**src/rtl/if_fetch_if.sv**
```systemverilog
// if_fetch_if: instruction-memory request/response bus.
// master = fetch stage, slave = memory.
interface if_fetch_if #(
  parameter int ADDR_WIDTH = 32,
  parameter int DATA_WIDTH = 32
);
  logic                  imem_req_o;
  logic [ADDR_WIDTH-1:0] imem_addr_o;
  logic                  imem_gnt_i;
  logic                  imem_rvalid_i;
  logic [DATA_WIDTH-1:0] imem_rdata_i;

  modport master (
    output imem_req_o,
    output imem_addr_o,
    input  imem_gnt_i,
    input  imem_rvalid_i,
    input  imem_rdata_i
  );

  modport slave (
    input  imem_req_o,
    input  imem_addr_o,
    output imem_gnt_i,
    output imem_rvalid_i,
    output imem_rdata_i
  );
endinterface

```
**src/rtl/if_fetch.sv**
```systemverilog
// if_fetch: single-outstanding fetch with a small {instr, pc} FIFO.
// Option macro: FETCH_MISALIGN_TRAP_EN (misaligned PC -> error entry).
module if_fetch #(
  parameter int ADDR_WIDTH = 32,
  parameter int DATA_WIDTH = 32,
  parameter int FifoDepth  = 2
) (
  input  logic                  clk_i,
  input  logic                  rst_i,
  input  logic [ADDR_WIDTH-1:0] pc_i,
  input  logic                  flush_i,
  output logic                  pc_en_o,
  if_fetch_if.master            imem,
  output logic                  instr_valid_o,
  input  logic                  instr_ready_i,
  output logic [DATA_WIDTH-1:0] instr_o,
  output logic [ADDR_WIDTH-1:0] instr_pc_o,
  output logic                  instr_err_o
);
  localparam int PW = $clog2(FifoDepth);
  localparam int CW = PW + 1;
  localparam logic [CW-1:0] DEPTH = CW'(FifoDepth);

  typedef enum logic [1:0] {IDLE, REQ, WAIT} state_e;

  state_e                state_q, state_d;
  logic                  drop_q, drop_d;
  logic                  trap_q, trap_d;
  logic [ADDR_WIDTH-1:0] pend_q, pend_d;
  logic [CW-1:0]         cnt_q;
  logic [PW-1:0]         wptr_q, rptr_q;
  logic [DATA_WIDTH-1:0] data_q [FifoDepth];
  logic [ADDR_WIDTH-1:0] pcs_q  [FifoDepth];

  logic                  req, push, pop, misalign;
  logic [DATA_WIDTH-1:0] push_data;
  logic [ADDR_WIDTH-1:0] push_pc;
  logic [ADDR_WIDTH-1:0] addr;

`ifdef FETCH_MISALIGN_TRAP_EN
  logic                  err_q [FifoDepth];
  logic                  push_err;
  assign misalign    = pc_i[1:0] != 2'b00;
  assign instr_err_o = instr_valid_o & err_q[rptr_q];
`else
  logic                  unused_pc_lsb;
  assign unused_pc_lsb = ^pc_i[1:0];
  assign misalign      = 1'b0;
  assign instr_err_o   = 1'b0;
`endif

  assign addr             = {pc_i[ADDR_WIDTH-1:2], 2'b00};
  assign imem.imem_req_o  = req;
  assign imem.imem_addr_o = req ? addr : '0;
  assign instr_valid_o    = cnt_q != '0;
  assign pop              = instr_valid_o & instr_ready_i;
  assign instr_o          = data_q[rptr_q];
  assign instr_pc_o       = pcs_q[rptr_q];

  // Fetch control: request issue, response capture, redirect handling.
  always_comb begin
    state_d   = state_q;
    drop_d    = drop_q;
    trap_d    = trap_q;
    pend_d    = pend_q;
    req       = 1'b0;
    pc_en_o   = 1'b0;
    push      = 1'b0;
    push_data = '0;
    push_pc   = pend_q;
`ifdef FETCH_MISALIGN_TRAP_EN
    push_err  = 1'b0;
`endif
    unique case (state_q)
      IDLE: begin
        if (flush_i) begin
          state_d = REQ;
          trap_d  = 1'b0;
        end else if (!trap_q && cnt_q < DEPTH) begin
          state_d = REQ;
        end
      end
      REQ: begin
        if (!flush_i && misalign) begin
          push    = 1'b1;
          push_pc = pc_i;
          state_d = IDLE;
          trap_d  = 1'b1;
`ifdef FETCH_MISALIGN_TRAP_EN
          push_err = 1'b1;
`endif
        end else begin
          req = 1'b1;
          if (imem.imem_gnt_i) begin
            pend_d  = addr;
            state_d = WAIT;
            if (flush_i) drop_d  = 1'b1;
            else         pc_en_o = 1'b1;
          end
        end
      end
      WAIT: begin
        if (imem.imem_rvalid_i) begin
          drop_d = 1'b0;
          if (!drop_q && !flush_i) begin
            push      = 1'b1;
            push_data = imem.imem_rdata_i;
            push_pc   = pend_q;
          end
          if (flush_i ||
              (cnt_q + CW'(push) - CW'(pop)) < DEPTH)
            state_d = REQ;
          else
            state_d = IDLE;
        end else if (flush_i) begin
          drop_d = 1'b1;
        end
      end
      default: state_d = IDLE;
    endcase
  end

  // Control state registers.
  always_ff @(posedge clk_i or posedge rst_i) begin
    if (rst_i) begin
      state_q <= IDLE;
      drop_q  <= 1'b0;
      trap_q  <= 1'b0;
      pend_q  <= '0;
    end else begin
      state_q <= state_d;
      drop_q  <= drop_d;
      trap_q  <= trap_d;
      pend_q  <= pend_d;
    end
  end

  // Instruction FIFO; a redirect empties it in one cycle.
  always_ff @(posedge clk_i or posedge rst_i) begin
    if (rst_i) begin
      cnt_q  <= '0;
      wptr_q <= '0;
      rptr_q <= '0;
      for (int i = 0; i < FifoDepth; i++) begin
        data_q[i] <= '0;
        pcs_q[i]  <= '0;
`ifdef FETCH_MISALIGN_TRAP_EN
        err_q[i]  <= 1'b0;
`endif
      end
    end else if (flush_i) begin
      cnt_q  <= '0;
      wptr_q <= '0;
      rptr_q <= '0;
    end else begin
      if (push) begin
        data_q[wptr_q] <= push_data;
        pcs_q[wptr_q]  <= push_pc;
`ifdef FETCH_MISALIGN_TRAP_EN
        err_q[wptr_q]  <= push_err;
`endif
        wptr_q <= wptr_q + 1'b1;
      end
      if (pop) rptr_q <= rptr_q + 1'b1;
      cnt_q <= cnt_q + CW'(push) - CW'(pop);
    end
  end
endmodule
```
**src/flat_wrapper.sv**
```systemverilog
// flat-port wrapper written by rule: the top's interface ports become plain ports
module if_fetch_flat 
#(
  parameter int ADDR_WIDTH = 32,
  parameter int DATA_WIDTH = 32,
  parameter int FifoDepth  = 2
)
  (clk_i, rst_i, pc_i, flush_i, pc_en_o, instr_valid_o, instr_ready_i, instr_o, instr_pc_o, instr_err_o, imem_imem_req_o, imem_imem_addr_o, imem_imem_gnt_i, imem_imem_rvalid_i, imem_imem_rdata_i);
  if_fetch_if #(.ADDR_WIDTH(ADDR_WIDTH), .DATA_WIDTH(DATA_WIDTH)) imem_i ();
  input  logic clk_i;
  input  logic rst_i;
  input  logic [ADDR_WIDTH-1:0] pc_i;
  input  logic flush_i;
  output logic pc_en_o;
  output logic instr_valid_o;
  input  logic instr_ready_i;
  output logic [DATA_WIDTH-1:0] instr_o;
  output logic [ADDR_WIDTH-1:0] instr_pc_o;
  output logic instr_err_o;
  output wire logic [$bits(imem_i.imem_req_o)-1:0] imem_imem_req_o;
  output wire logic [$bits(imem_i.imem_addr_o)-1:0] imem_imem_addr_o;
  input wire logic [$bits(imem_i.imem_gnt_i)-1:0] imem_imem_gnt_i;
  input wire logic [$bits(imem_i.imem_rvalid_i)-1:0] imem_imem_rvalid_i;
  input wire logic [$bits(imem_i.imem_rdata_i)-1:0] imem_imem_rdata_i;
  assign imem_imem_req_o = imem_i.imem_req_o;
  assign imem_imem_addr_o = imem_i.imem_addr_o;
  assign imem_i.imem_gnt_i = imem_imem_gnt_i;
  assign imem_i.imem_rvalid_i = imem_imem_rvalid_i;
  assign imem_i.imem_rdata_i = imem_imem_rdata_i;
  if_fetch #(.ADDR_WIDTH(ADDR_WIDTH), .DATA_WIDTH(DATA_WIDTH), .FifoDepth(FifoDepth)) u_core (.clk_i(clk_i), .rst_i(rst_i), .pc_i(pc_i), .flush_i(flush_i), .pc_en_o(pc_en_o), .imem(imem_i), .instr_valid_o(instr_valid_o), .instr_ready_i(instr_ready_i), .instr_o(instr_o), .instr_pc_o(instr_pc_o), .instr_err_o(instr_err_o));
endmodule
```
**config.mk**
```make
export PLATFORM = sky130hd
export DESIGN_NAME = if_fetch_flat
export DESIGN_NICKNAME = d
export VERILOG_FILES = /design/src/rtl/if_fetch_if.sv /design/src/rtl/if_fetch.sv /design/src/flat_wrapper.sv
export SDC_FILE = /design/constraint.sdc
export NUM_CORES = 1
export LEC_CHECK = 0
export ABC_AREA = 1
export CAP_MARGIN = 5
export CORE_MARGIN = 2
export CORE_UTILIZATION = 54
export CTS_BUF_LIST = sky130_fd_sc_hd__clkbuf_16
export DETAILED_ROUTE_END_ITERATION = 12
export PLACE_DENSITY = 0.85
export SKIP_LAST_GASP = 1
export SLEW_MARGIN = 40
export SYNTH_ARGS = -nofsm -noshare
export SYNTH_HDL_FRONTEND = slang
export SYNTH_SLANG_ARGS = --single-unit
```
**constraint.sdc**
```tcl
create_clock -name clk_i -period 11.3 [get_ports clk_i]
set_input_delay 1.13 -clock clk_i [delete_from_list [all_inputs] [get_ports clk_i]]
set_output_delay 1.13 -clock clk_i [all_outputs]
set_load 0.03 [all_outputs]
```
==> metrics.md <==
| Metric | Value |
|---|---|
| Sequential cell area | 4033 µm² |
| Vias in the first global route | 5982 |
| Maxcap violations | 0 |
| Top cell type's share of synthesized area | 0.5562 |
| Slew Limit Fails | 0 |
| Routed Antenna Nets | 0 |
| DR iter-0 viols | approximately 530 |
| Core area | 13190 µm² |
| Setup TNS | 0 ps |
| Post-synth cell types | 19 |
| Clk Latency, worst-skew pair | approximately 410 ps |
| Hold Startpoint | u_core.data_q[26] |
| RSZ-0062 raised after global routing | no |
| Wire per inst | ~14 µm |
| Hold Slack | around 480 ps |
| IO Pins | 170 |
| Synth Instances | 899 |
| #FFs+latches synth | 161 |
| Die Wd | 119.8 µm |
| I/O Buffers | ~160 |
| CP max stage delay | 680 ps |
| Layout cells sized above 1 | 0.03554 |
| FF-to-FF Start | u_core.drop_q |
| Largest net degree at the start of global routing | 125 |
| Most frequent cells in the layout | nand2_1, o21ai_0, clkdlybuf4s50_1 |
| Area occupied by multi-input gates | 2507 µm² |
| Synth top area cells | dfrtp_1, nand2_1, o21ai_0 |
| First-pass detailed-route iteration total | 7 |
| Minimum clock period | around 4000 ps |
| Starting Density | 0.5491 |
| Dpl ws | ~7300 ps |
| Worst-path maximum fanout | 63 |
| Status | finished, final reports clean |
| Sequential-to-total area share from yosys stat | 0.5562 |
| Setup crit start | imem_imem_gnt_i |
| # resized after CTS | 0 |
| Gr usage total | 0.2439 |
| Site Rows | 42 |
| Worst-path clk slew | 60 ps |
| Setup bufs post-CTS | 0 |
| Crit path kind | in2out |
| HPWL after DPL | roughly 10000 µm |
| Final net count | between 1000 and 1500 |
| Die area | between 10000 and 15000 µm² |
| Via Count | 6166 |
| Synthesis Warnings | 0 |
| FMAX | approximately 0.25 GHz |
| GRT overflow | 0 |
| Hold/Removal Path Class | reg2reg |
| CP Capture Type | primary output |
| Die Ht | roughly 120 µm |
| Total CTS buffers | 17 |
| Placed cell area | approximately 8800 µm² |
| Cell taking the most area after synthesis | dfrtp_1 |
| Crit path DAT | 2900 ps |
| Static leakage | approximately 4.6 nW |
| Routability congestion estimate from global placement | 0.7329 |
| CTS root buffer | clkbuf_16 |
| Final hold vios | 0 |
| Worst setup margin | between 7000 and 8000 ps |
| Crit path max-delay family | buffers and inverters |
| Most common cell after layout, fill and taps aside | nand2_1 |
| Setup Viol. Count Final | 0 |
| Routed vias/inst | 5.067 |
| First-pass GRT wire length | 28180 µm |
| Hold_buf cts | 0 |
| Synthesized area per cell | 8.057 µm² |
| Asr flop ratio synth | 1.000 |
| CTS tree | yes |
| Tightest Pin Transition | 796.0 ps |
| Final Skew | 5.325 ps |
| Fillcell total | ~1000 |
| Final wirelength | 16600 µm |
| Syn-to-layout area delta | 28.85% |
| Worst path buffer plus inverter count | 2 |
| CP startpoint kind | primary input |
| Slowest CP cell | clkdlybuf4s50_1 |
| Initial antenna violation count | 0 |
| Worst-path cell chain | clkdlybuf4s50_1 -> nand2_4 -> nor2_1 -> clkdlybuf4s50_1 |
| Clock H-tree levels | 4 |
| Final Cycle Share | 0.3567 |
| Post-synth EDFFs | 0 |
| Clk sinks | 161 |
| Drc violations | 0 |
| Maximum VDD drop | 0.2057 mV |
| Slew HR | 0.4693 |
| Design Area, Final | 9333 µm² |
| Post-synthesis cell area | 7243 µm² |
| CTS Buffer Depth | 2 |
| CP most frequent cell | clkdlybuf4s50_1 |
| CP required | between 10000 and 15000 ps |
| Main synth FF type | dfrtp_1 |
| Power Density | 232.4 nW/µm² |
| Antenna diodes | 0 |
==> layout make-up <==
type | count | share of cell area
clock inverters | 13 | 0.006435
clock buffers | 17 | 0.04558
repair buffers | 168 | 0.1798
flip-flops and latches | 161 | 0.4321
well taps | 176 | 0.02360
multi-input cells | 575 | 0.2687
inverters | 107 | 0.04384
==> worst min-delay path: stages (launching register included) <==
cell	delay (ps)
dfrtp_1	340
o21ai_1	60
nand2_1	50
==> cells in the mapped netlist, types with 2 or more instances <==
master    instances
nand2_1         296
o21ai_0         207
dfrtp_1         161
inv_1           106
clkbuf_1         39
nor2_1           39
o21ai_1          13
buf_6            12
buf_4             6
nand3_1           5
a21oi_1           3
buf_2             3
ha_1              2
nor2_2            2
==> metrics by stage <==
step           power (mW)  std cells    util
3_3_place_gp        1.676       1187  0.6693
3_5_place_dp        1.695       1187  0.6703
5_1_grt             2.291       1217  0.7076
4_1_cts             2.183       1217  0.7071
2_1_floorplan       1.316        903       -
6_report            2.169       1217  0.7076
==> path summary, 6_finish.rpt <==
| kind | endpoint | slack, ps | cells past startpoint |
|---|---|---|---|
| min in group asynchronous | u_core.data_q[18] | 1220 | 2 |
| min | u_core.data_q[26] | 480 | 2 |
| max reg2reg | u_core.pcs_q[55] | 9070 | 6 |
| max in group asynchronous | u_core.rptr_q | 8960 | 3 |
| max | pc_en_o | 7270 | 4 |
| min reg2reg | u_core.data_q[26] | 480 | 2 |
==> metal layers <==
layer | GRT usage | part of all wire
met5 | 0 | 0
met4 | 0.07574 | 0.011
met3 | 0.05371 | 0.063
met2 | 0.3936 | 0.48
met1 | 0.3326 | 0.45
==> logic make-up (layout without fill, tap and decap cells) <==
kind of cell | Yosys count | after routing | share of synthesized area
buf+inv | 167 | 305 | 0.1026
fa+ha+maj | 2 | 2 | 0.003454
flops | 161 | 161 | 0.5562
compound gates | 224 | 224 | 0.1551
simple gates | 344 | 344 | 0.1821
other cells | 1 | 5 | 0.0005177
==> flip-flops by register name (all words and copies together) (netlist names) <==
name / count
u_core.drop_q: 1
u_core.state_q: 2
u_core.pcs_q: 60
u_core.data_q: 64
u_core.wptr_q: 1
u_core.pend_q: 30
u_core.cnt_q: 2
u_core.rptr_q: 1
==> report_power, final <==
part / total (mW) / switching (mW) / internal (mW) / leakage, nW
clock: 0.483 / 0.214 / 0.270 / 0.249
sequential: 0.774 / 0.0697 / 0.704 / 1.93
combinational: 0.912 / 0.569 / 0.343 / 2.42
total: 2.17 / 0.852 / 1.32 / 4.60
No activity file was read; power rests on OpenSTA's default activity.
